### src/rtl/mmio_uart_tx.sv
// Memory-mapped UART transmitter with a TX FIFO, programmable baud divider and a sticky EXIT register.
// Define UART_TX_PARITY_EN to insert an even parity bit between the data bits and STOP.
module mmio_uart_tx #(
    parameter logic [31:0] BASE_ADDR     = 32'h02000000,
    parameter int          FIFO_DEPTH    = 8,
    parameter logic [15:0] RESET_BAUDDIV = 16'd16
) (
    input  logic        clk,
    input  logic        reset,
    input  logic        MemWrite,
    input  logic [31:0] DataAdr,
    input  logic [31:0] WriteData,
    output logic [31:0] ReadData,
    output logic        tx,
    output logic        sim_exit,
    output logic [31:0] exit_code
);

    localparam int AW = $clog2(FIFO_DEPTH);
    localparam int CW = AW + 1;

`ifdef UART_TX_PARITY_EN
    typedef enum logic [2:0] {IDLE, START, DATA, PARITY, STOP} state_t;
`else
    typedef enum logic [2:0] {IDLE, START, DATA, STOP} state_t;
`endif

    state_t        state;
    logic [7:0]    shift;
    logic [2:0]    bit_idx;
    logic [15:0]   baud_cnt;
    logic [15:0]   cur_div;
    logic [15:0]   baud_div;
    logic          overflow;
    logic          bit_end;
    logic          busy;
`ifdef UART_TX_PARITY_EN
    logic          parity_bit;
`endif

    logic          sel;
    logic [1:0]    offset;
    logic          wr_txdata;
    logic          wr_status;
    logic          wr_baud;
    logic          wr_exit;

    logic [7:0]    fifo_mem [FIFO_DEPTH];
    logic [AW-1:0] wr_ptr;
    logic [AW-1:0] rd_ptr;
    logic [CW-1:0] count;
    logic          full;
    logic          empty;
    logic          push;
    logic          pop;
    logic [31:0]   status_word;

    logic          unused_adr;
    assign unused_adr = ^DataAdr[1:0];

    assign sel       = (DataAdr[31:4] == BASE_ADDR[31:4]);
    assign offset    = DataAdr[3:2];
    assign wr_txdata = MemWrite && sel && (offset == 2'd0);
    assign wr_status = MemWrite && sel && (offset == 2'd1);
    assign wr_baud   = MemWrite && sel && (offset == 2'd2);
    assign wr_exit   = MemWrite && sel && (offset == 2'd3);

    assign full    = (count == CW'(FIFO_DEPTH));
    assign empty   = (count == '0);
    assign push    = wr_txdata && !full;
    assign pop     = (state == IDLE) && !empty;
    assign busy    = (state != IDLE);
    assign bit_end = (baud_cnt == cur_div - 16'd1);

    always_ff @(posedge clk) begin
        if (push) begin
            fifo_mem[wr_ptr] <= WriteData[7:0];
        end
    end

    // Pointers wrap naturally because the depth is a power of two.
    always_ff @(posedge clk or negedge reset) begin
        if (!reset) begin
            wr_ptr <= '0;
            rd_ptr <= '0;
            count  <= '0;
        end else begin
            if (push) begin
                wr_ptr <= wr_ptr + 1'b1;
            end
            if (pop) begin
                rd_ptr <= rd_ptr + 1'b1;
            end
            case ({push, pop})
                2'b10:   count <= count + 1'b1;
                2'b01:   count <= count - 1'b1;
                default: count <= count;
            endcase
        end
    end

    // A write that finds the FIFO full is lost even if a pop frees a slot in the same cycle.
    always_ff @(posedge clk or negedge reset) begin
        if (!reset) begin
            overflow  <= 1'b0;
            baud_div  <= RESET_BAUDDIV;
            sim_exit  <= 1'b0;
            exit_code <= '0;
        end else begin
            if (wr_status) begin
                overflow <= 1'b0;
            end else if (wr_txdata && full) begin
                overflow <= 1'b1;
            end
            if (wr_baud) begin
                baud_div <= (WriteData[15:0] == 16'd0) ? 16'd1 : WriteData[15:0];
            end
            if (wr_exit) begin
                sim_exit  <= 1'b1;
                exit_code <= WriteData;
            end
        end
    end

    // The divider is sampled at pop so a BAUDDIV write never disturbs a frame in flight.
    always_ff @(posedge clk or negedge reset) begin
        if (!reset) begin
            state    <= IDLE;
            tx       <= 1'b1;
            shift    <= '0;
            bit_idx  <= '0;
            baud_cnt <= '0;
            cur_div  <= RESET_BAUDDIV;
`ifdef UART_TX_PARITY_EN
            parity_bit <= 1'b0;
`endif
        end else begin
            case (state)
                IDLE: begin
                    tx <= 1'b1;
                    if (!empty) begin
                        state    <= START;
                        tx       <= 1'b0;
                        shift    <= fifo_mem[rd_ptr];
                        cur_div  <= baud_div;
                        baud_cnt <= '0;
`ifdef UART_TX_PARITY_EN
                        parity_bit <= ^fifo_mem[rd_ptr];
`endif
                    end
                end
                START: begin
                    if (bit_end) begin
                        state    <= DATA;
                        tx       <= shift[0];
                        shift    <= shift >> 1;
                        bit_idx  <= '0;
                        baud_cnt <= '0;
                    end else begin
                        baud_cnt <= baud_cnt + 16'd1;
                    end
                end
                DATA: begin
                    if (bit_end) begin
                        baud_cnt <= '0;
                        if (bit_idx == 3'd7) begin
`ifdef UART_TX_PARITY_EN
                            state <= PARITY;
                            tx    <= parity_bit;
`else
                            state <= STOP;
                            tx    <= 1'b1;
`endif
                        end else begin
                            bit_idx <= bit_idx + 3'd1;
                            tx      <= shift[0];
                            shift   <= shift >> 1;
                        end
                    end else begin
                        baud_cnt <= baud_cnt + 16'd1;
                    end
                end
`ifdef UART_TX_PARITY_EN
                PARITY: begin
                    if (bit_end) begin
                        state    <= STOP;
                        tx       <= 1'b1;
                        baud_cnt <= '0;
                    end else begin
                        baud_cnt <= baud_cnt + 16'd1;
                    end
                end
`endif
                STOP: begin
                    if (bit_end) begin
                        state    <= IDLE;
                        baud_cnt <= '0;
                    end else begin
                        baud_cnt <= baud_cnt + 16'd1;
                    end
                end
                default: begin
                    state <= IDLE;
                    tx    <= 1'b1;
                end
            endcase
        end
    end

    always_comb begin
        status_word            = '0;
        status_word[16 +: CW]  = count;
        status_word[3]         = overflow;
        status_word[2]         = empty;
        status_word[1]         = full;
        status_word[0]         = busy;
    end

    always_comb begin
        ReadData = '0;
        if (sel) begin
            case (offset)
                2'd1:    ReadData = status_word;
                2'd2:    ReadData = {16'd0, baud_div};
                2'd3:    ReadData = exit_code;
                default: ReadData = '0;
            endcase
        end
    end

endmodule

### config.mk
export PLATFORM = sky130hd
export DESIGN_NAME = mmio_uart_tx
export DESIGN_NICKNAME = d
export VERILOG_FILES = /design/src/rtl/mmio_uart_tx.sv
export SDC_FILE = /design/constraint.sdc
export NUM_CORES = 1
export LEC_CHECK = 0
export CAP_MARGIN = 20
export CORE_ASPECT_RATIO = 1.2
export CORE_MARGIN = 3
export CORE_UTILIZATION = 50
export CTS_BUF_LIST = sky130_fd_sc_hd__clkbuf_4
export CTS_CLUSTER_SIZE = 24
export DETAILED_ROUTE_END_ITERATION = 16
export PLACE_DENSITY = 0.78
export RECOVER_POWER = 25
export SLEW_MARGIN = 20
export SYNTH_ARGS = -nofsm -noshare
export SYNTH_HDL_FRONTEND = slang
export SYNTH_SLANG_ARGS = --single-unit
### constraint.sdc
create_clock -name clk -period 3.1 [get_ports clk]
set_input_delay 0.62 -clock clk [delete_from_list [all_inputs] [get_ports clk]]
set_output_delay 0.62 -clock clk [all_outputs]
set_load 0.05 [all_outputs]
==> results.sh, run 1 <==
export IMPL_crit_required_ns=3.62
export IMPL_cts_max_path_buffers=2
export IMPL_finalHoldViolCount=0
export IMPL_crit_path_max_incr_delay_ns=0.51
export IMPL_fp_dieW_um=123
export IMPL_ios=133
export IMPL_grt_first_pass_wirelength_mm=33.1
export IMPL_setup_worst_path_class="flip-flop to flip-flop"
export IMPL_final_cells=1066
export IMPL_ys_seq_elements=170
export IMPL_final_nets=928
export IMPL_end_kind="flip-flop"
export IMPL_grt_usage_pct=23.7
export IMPL_antenna_cells=0
export IMPL_slew_headroom_pct=-92.2
export IMPL_power_density_nw_per_um2=376
export IMPL_root_buffer="clkbuf_4"
export IMPL_place_gp_congestion=0.861
export IMPL_ant_nets=0
export IMPL_synthesis_nets=737
export IMPL_r2r_start="cur_div[0]$_DFFE_PN0P_"
export IMPL_yosys_area_top_type="dfrtp_1"
export IMPL_grt_max_degree=54
export IMPL_synth_edff_count=64
export IMPL_drt_iter0_drc=458
export IMPL_crit_fanout=7
export IMPL_failed_checks="max-capacitance violations, max-slew violations, negative setup slack"
export IMPL_start_util_pct=51.7
export IMPL_port_buffers=130
export IMPL_synth_area_per_cell_um2=12.5
export IMPL_core_area_um2=15800
export IMPL_synth_distinct_cells=51
export IMPL_worstPathArrival_ns=3.65
export IMPL_startpoint_type="flip-flop"
export IMPL_rsz0062_at_grt="true"
export IMPL_ff2ff_setup_slack_ns=-0.03
export IMPL_area_delta_synth_final_pct=36.5
export IMPL_status="finished with violations"
export IMPL_route_met2_wl_mm=10.7
export IMPL_synthTopCellsByArea="dfrtp_1 31%, edfxtp_1 23%, mux2_2 10%"
export IMPL_tns_ns=-0.0922
export IMPL_whs_endpoint="sim_exit$_DFFE_PN0P_"
export IMPL_yosys_area_top_type_share_pct=31.5
export IMPL_seq_area_frac_synth_pct=55.9
export IMPL_p_leak_uw=0.00467
export IMPL_final_max_slew_violation_count=53
export IMPL_r2r_cells=12
export IMPL_drive_gt1_share_pct=32.5
export IMPL_clock_sinks=170
export IMPL_routed_wl_mm=20.8
export IMPL_wl_per_cell_um=19.5
export IMPL_hpwl_mm=14.8
export IMPL_timing_fmax_mhz=319
export IMPL_grt_overflow=0
export IMPL_die_area_um2=17900
export IMPL_cts_max_level=4
export IMPL_syn_area_um2=8190
export IMPL_async_reset_ff_share_pct=62.4
export IMPL_period_needed_ns=3.13
export IMPL_core_rowCount=50
export IMPL_viasPerCell=5.72
export IMPL_first_global_vias=6601
export IMPL_wl_met1_mm=8.03
export IMPL_drcViolationCount=0
export IMPL_cts_tree="built"
export IMPL_rr_endpoint="baud_cnt[7]$_DFFE_PN0P_"
export IMPL_hold_start="sim_exit$_DFFE_PN0P_"
export IMPL_cts_buffers=17
export IMPL_synth_top_cells_by_count="103 x dfrtp_1, 73 x mux2_2, 64 x edfxtp_1, 52 x nand2_1, 36 x nor2_1"
export IMPL_vias=6093
export IMPL_wl_met3_mm=1.40
export IMPL_clkTransAtPathRegs_ns=0.15
export IMPL_ir_drop_uv=286
export IMPL_synth_most_common_cell="dfrtp_1"
export IMPL_clock_latency_ns=0.59
export IMPL_antenna_found_initial=0
export IMPL_yosys_warnings=0
export IMPL_min_path_cells=1
export IMPL_fin_ws_ns=-0.0343
export IMPL_cp_slowest_cell="or4b_4"
export IMPL_firstDrtPassIters=5
export IMPL_synthCells=654
export IMPL_placed_cells=1025
export IMPL_hp_class="flip-flop to flip-flop"
export IMPL_die_y_um=146
export IMPL_pre_cts_ws_ns=-0.391
export IMPL_synthFlopType="dfrtp_1"
export IMPL_worstMarginPinSlew_ns=2.88
export IMPL_maxCapViolations=1
export IMPL_fillers=1064
export IMPL_topRoutingLayerUsed="met4"
export IMPL_cp_cell_sequence="inv_2 > ha_4 > or4b_4 > or3_1 > a32o_1 > a31oi_2 > nor4_4 > buf_4 > a211oi_4 > clkbuf_16 > a21oi_1 > mux2i_1"
export IMPL_worst_clock_skew_ns=0.0191
export IMPL_fin_crit_sh_pct=101
export IMPL_setup_viol=9
==> registers in the layout, indices dropped and copies added (netlist names) <==
| signal | count |
|---|---|
| cur_div | 16 |
| baud_cnt | 16 |
| fifo_mem | 64 |
| bit_idx | 3 |
| exit_code | 32 |
| baud_div | 16 |
| sim_exit | 1 |
| shift | 8 |
| wr_ptr | 3 |
| overflow | 1 |
| state | 2 |
| tx | 1 |
| count | 4 |
| rd_ptr | 3 |
==> layout by cell type, fill, tap and decap left out, types with 9 or more instances in the layout <==
master             n
xnor2_1           17
nor3_1            12
mux2_2            64
nand2_1           50
clkdlybuf4s50_1   97
buf_12            37
inv_1             22
edfxtp_1          64
mux4_2            16
mux2_4             9
xor2_1            11
nor4_1            12
a21oi_1           16
buf_4             56
ha_1              14
nor2_4            12
and3_1            14
clkbuf_4          18
o21ai_0           25
mux2i_1           31
dfrtp_1          103
nand3_1           16
nor2_1            23
==> power breakdown <==
group | leakage, uW | switching [uW] | total, uW | internal [uW]
sequential | 0.00200 | 75.3 | 2440 | 2370
clock | 0.000140 | 859 | 1220 | 362
combinational | 0.00253 | 237 | 544 | 307
==> stage by stage <==
stage / power, uW / util (%) / cell area [um2] / hold WS (ns)
2_1_floorplan: 2790 / - / 8220 / 0.324
3_3_place_gp: 3010 / 66.5 / 10500 / 0.453
3_5_place_dp: 3040 / 66.5 / 10500 / 0.469
4_1_cts: 4230 / 68.8 / 10900 / 0.0381
5_1_grt: 4380 / 70.6 / 11200 / 0.533
6_report: 4210 / 70.6 / 11200 / 0.513
==> routing by layer <==
metal | vias up | GRT usage [%]
met5 | - | 0
met4 | 0 | 9.13
met3 | 50 | 7.13
met2 | 259 | 39.9
met1 | 3006 | 28.5
li1 | 2778 | -
==> worst max-delay path by stage <==
stage	from	end	slack, ns	cells after the start
finish	cur_div[0]$_DFFE_PN0P_	baud_cnt[7]$_DFFE_PN0P_	-0.03	12
global route	cur_div[0]$_DFFE_PN0P_	baud_cnt[10]$_DFFE_PN0P_	-0.19	12
CTS	DataAdr[15]	ReadData[20]	-0.02	9
detailed placement	DataAdr[15]	count[3]$_DFFE_PN0P_	-0.39	14
global placement	DataAdr[17]	count[3]$_DFFE_PN0P_	-0.28	14
floorplan	cur_div[0]$_DFFE_PN0P_	shift[0]$_DFFE_PN0P_	-0.19	11
==> area by class of cell <==
class | count | area [um2] | share of cell area [%]
flip-flops and latches | 170 | 4580 | 41.0
inverters | 24 | 90.1 | 0.806
multi-input cells | 433 | 3730 | 33.4
clock buffers | 18 | 135 | 1.21
repair buffers | 199 | 2250 | 20.1
well taps | 208 | 260 | 2.33
clock inverters | 14 | 134 | 1.20
==> worst max-delay path: cells and delay by family, from the launching register on <==
kind,cells,cell delay (ns)
and+or+nand+nor,3,0.91
muxes,1,0.16
DFF,1,0.41
buffers and inverters,3,0.50
adders and majority gates,1,0.13
AOI/OAI and AO/OA,4,0.96
==> cells by family (layout without fill, tap and decap cells) <==
| logic type | count (synthesis) | after routing | synth area share [%] |
|---|---|---|---|
| AO/OA/AOI/OAI | 77 | 77 | 5.82 |
| XOR/XNOR | 28 | 28 | 3.00 |
| adder cells (fa/ha/maj) | 16 | 16 | 2.54 |
| buffers and inverters | 52 | 255 | 2.42 |
| flip-flops | 170 | 170 | 55.9 |
| multiplexers | 120 | 120 | 18.2 |
| AND/OR/NAND/NOR | 191 | 192 | 12.1 |
==> timing repair <==
item	in CTS	in global routing
cloned	0	4
hold buffers	0	0
endpoints found under the setup margin	38	49
pin swaps	6	8
gates resized for setup	17	54
buffers inserted	3	3
Power figures use the tool's default switching activity.
==> inputs of run 2 (changes only) <==
--- a/config.mk
+++ b/config.mk
@@ -12,6 +12,7 @@
 export CTS_BUF_LIST = sky130_fd_sc_hd__clkbuf_4
 export CTS_CLUSTER_SIZE = 24
 export DETAILED_ROUTE_END_ITERATION = 16
+export MAX_ROUTING_LAYER = met4
 export PLACE_DENSITY = 0.78
 export RECOVER_POWER = 25
 export SLEW_MARGIN = 20
==> run 2 against run 1 <==
The flow finishes with violations (negative setup slack). Die area is the same. Sequential cell count unchanged. Combinational power barely moved. Clock power is 8% higher. Fmax decreased by 3.2%. Power up 2.5%. Sequential power hardly changed. Via count increased by 3.1%. Worst hold slack improved by 0.0035 ns. Final area up 2.2%. Setup slack got worse by 0.10 ns. Largest cell class unchanged. Largest power group unchanged.
==> results.sh, run 2 (synthesis results as in run 1) <==
export IMPL_status="finished with violations"
export IMPL_failed_checks="negative setup slack"
export IMPL_die_area_um2=17900
export IMPL_antenna_cells=0
export IMPL_rr_endpoint="shift[1]$_DFFE_PN0P_"
export IMPL_end_kind="flip-flop"
export IMPL_start_util_pct=51.7
export IMPL_die_y_um=146
export IMPL_combPwrFrac_pct=12.6
export IMPL_grt_overflow=0
export IMPL_ios=133
export IMPL_wl_per_cell_um=20.4
export IMPL_rsz0062_at_grt="true"
export IMPL_ir_drop_uv=349
export IMPL_clkTransAtPathRegs_ns=0.16
export IMPL_cts_max_level=4
export IMPL_ff2ff_setup_slack_ns=-0.14
export IMPL_largest_register="fifo_mem"
export IMPL_hold_slack_ns=0.516
export IMPL_critical_path_startpoint="cur_div[1]$_DFFE_PN0P_"
export IMPL_slew_headroom_pct=25.2
export IMPL_timing_fmax_mhz=309
export IMPL_cp_cell_sequence="inv_2 > ha_4 > or4b_4 > or4b_4 > nand2_1 > a31oi_4 > nor4_4 > buf_4 > nand4_1 > a21oi_4 > buf_12 > mux2_4"
export IMPL_cp_num_cells=12
export IMPL_final_max_slew_violation_count=0
export IMPL_worstMarginPinSlew_ns=1.12
export IMPL_crit_required_ns=3.58
export IMPL_area_delta_synth_final_pct=39.6
export IMPL_crit_path_max_incr_delay_ns=0.52
export IMPL_period_needed_ns=3.24
export IMPL_first_global_vias=6804
export IMPL_path_delay_family="simple AND/OR/NAND/NOR gates"
export IMPL_pwr_share_clk_pct=30.6
export IMPL_core_area_um2=15800
export IMPL_fin_ws_ns=-0.137
export IMPL_utilization_pct=72.2
export IMPL_r2r_start="cur_div[1]$_DFFE_PN0P_"
export IMPL_viasPerCell=5.82
export IMPL_power_frac_seq_pct=56.8
export IMPL_final_common_cell="dfrtp_1"
export IMPL_fp_dieW_um=123
export IMPL_setup_viol=15
export IMPL_p_leak_uw=0.00478
export IMPL_cts_tree="built"
export IMPL_drt_iter0_drc=614
export IMPL_path_common_cell="or4b_4"
export IMPL_mostFrequentLayoutCells="103 x dfrtp_1, 87 x clkdlybuf4s50_1, 64 x edfxtp_1"
export IMPL_setup_worst_path_class="flip-flop to flip-flop"
export IMPL_tns_ns=-1.28
export IMPL_final_nets=941
export IMPL_finalHoldViolCount=0
export IMPL_drcViolationCount=0
export IMPL_root_buffer="clkbuf_4"
export IMPL_cts_max_path_buffers=2
export IMPL_grt_max_degree=66
export IMPL_swShare_pct=27.8
export IMPL_clock_latency_ns=0.58
export IMPL_hp_class="flip-flop to flip-flop"
export IMPL_startpoint_type="flip-flop"
export IMPL_power_density_nw_per_um2=377
export IMPL_place_gp_congestion=0.853
export IMPL_p_sw_uw=1200
export IMPL_ant_nets=0
export IMPL_routed_wl_mm=22.0
export IMPL_cp_slowest_cell="or4b_4"
export IMPL_core_rowCount=50
export IMPL_internal_power_uw=3110
export IMPL_cts_buffers=17
export IMPL_reg_largest_list="fifo_mem x64, exit_code x32"
export IMPL_antenna_found_initial=0
export IMPL_hpwl_mm=14.8
export IMPL_grt_usage_pct=25.9
export IMPL_worstPathArrival_ns=3.72
export IMPL_fin_crit_sh_pct=104
export IMPL_vias=6281
export IMPL_crit_fanout=8
export IMPL_r2r_cells=12
export IMPL_grt_first_pass_wirelength_mm=35.1
export IMPL_drive_gt1_share_pct=34.6
export IMPL_crit_end="shift[1]$_DFFE_PN0P_"
export IMPL_path_buf_inv=3
export IMPL_clock_sinks=170
export IMPL_firstDrtPassIters=5
export IMPL_worst_clock_skew_ns=0.0184
export IMPL_port_buffers=130
export IMPL_maxCapViolations=0
export IMPL_largest_register_ffs=64
[run 2: worst min path at each step]
stage / cells after the start / slack [ns] / from / endpoint
2_1_floorplan: 0 / 0.32 / reset / baud_cnt[0]$_DFFE_PN0P_
3_3_place_gp: 1 / 0.45 / sim_exit$_DFFE_PN0P_ / sim_exit$_DFFE_PN0P_
3_5_place_dp: 1 / 0.48 / sim_exit$_DFFE_PN0P_ / sim_exit$_DFFE_PN0P_
4_1_cts: 2 / 0.52 / reset / wr_ptr[0]$_DFFE_PN0P_
5_1_grt: 1 / 0.53 / sim_exit$_DFFE_PN0P_ / sim_exit$_DFFE_PN0P_
6_report: 1 / 0.52 / sim_exit$_DFFE_PN0P_ / sim_exit$_DFFE_PN0P_
[run 2: layout make-up]
cell class	instances	area, um2
tap	208	260
fill	977	4400
multi-input combinational	434	3860
clock buffer	17	128
timing repair buffer	211	2340
clock inverter	15	171
sequential	170	4580
inverter	24	90.1
[run 2: through the flow]
stage | power [uW] | cells | worst slack (ns) | cell area (um2)
after global placement | 3010 | 1025 | -0.407 | 10500
after floorplan | 2790 | 654 | -0.193 | 8220
final | 4310 | 1079 | -0.137 | 11400
after detailed placement | 3040 | 1025 | -0.532 | 10500
after CTS | 4340 | 1076 | -0.151 | 11100
after global routing | 4490 | 1079 | -0.233 | 11400
[run 2: power by group through the flow]
stage | registers (uW) | logic [uW] | clock network, uW
floorplan | 2450 | 338 | 0
global placement | 2490 | 518 | 0
detailed placement | 2490 | 544 | 0
CTS | 2450 | 552 | 1340
global route | 2460 | 602 | 1430
finish | 2450 | 544 | 1320
[run 2: what timing repair did]
| action | 4_1_cts | 5_1_grt |
|---|---|---|
| gates resized for setup | 37 | 71 |
| cloned | 1 | 2 |
| setup endpoints to repair | 53 | 61 |
| hold buffers | 1 | 0 |
| hold endpoints to repair | 41 | 0 |
| setup buffers | 17 | 2 |
| pin swaps | 12 | 21 |
[run 2: metal layers]
| metal | global-route usage [%] | wire, um |
|---|---|---|
| met5 | - | 0 |
| met4 | 8.96 | 546 |
| met3 | 5.54 | 1340 |
| met2 | 42.8 | 11600 |
| met1 | 31.5 | 8480 |
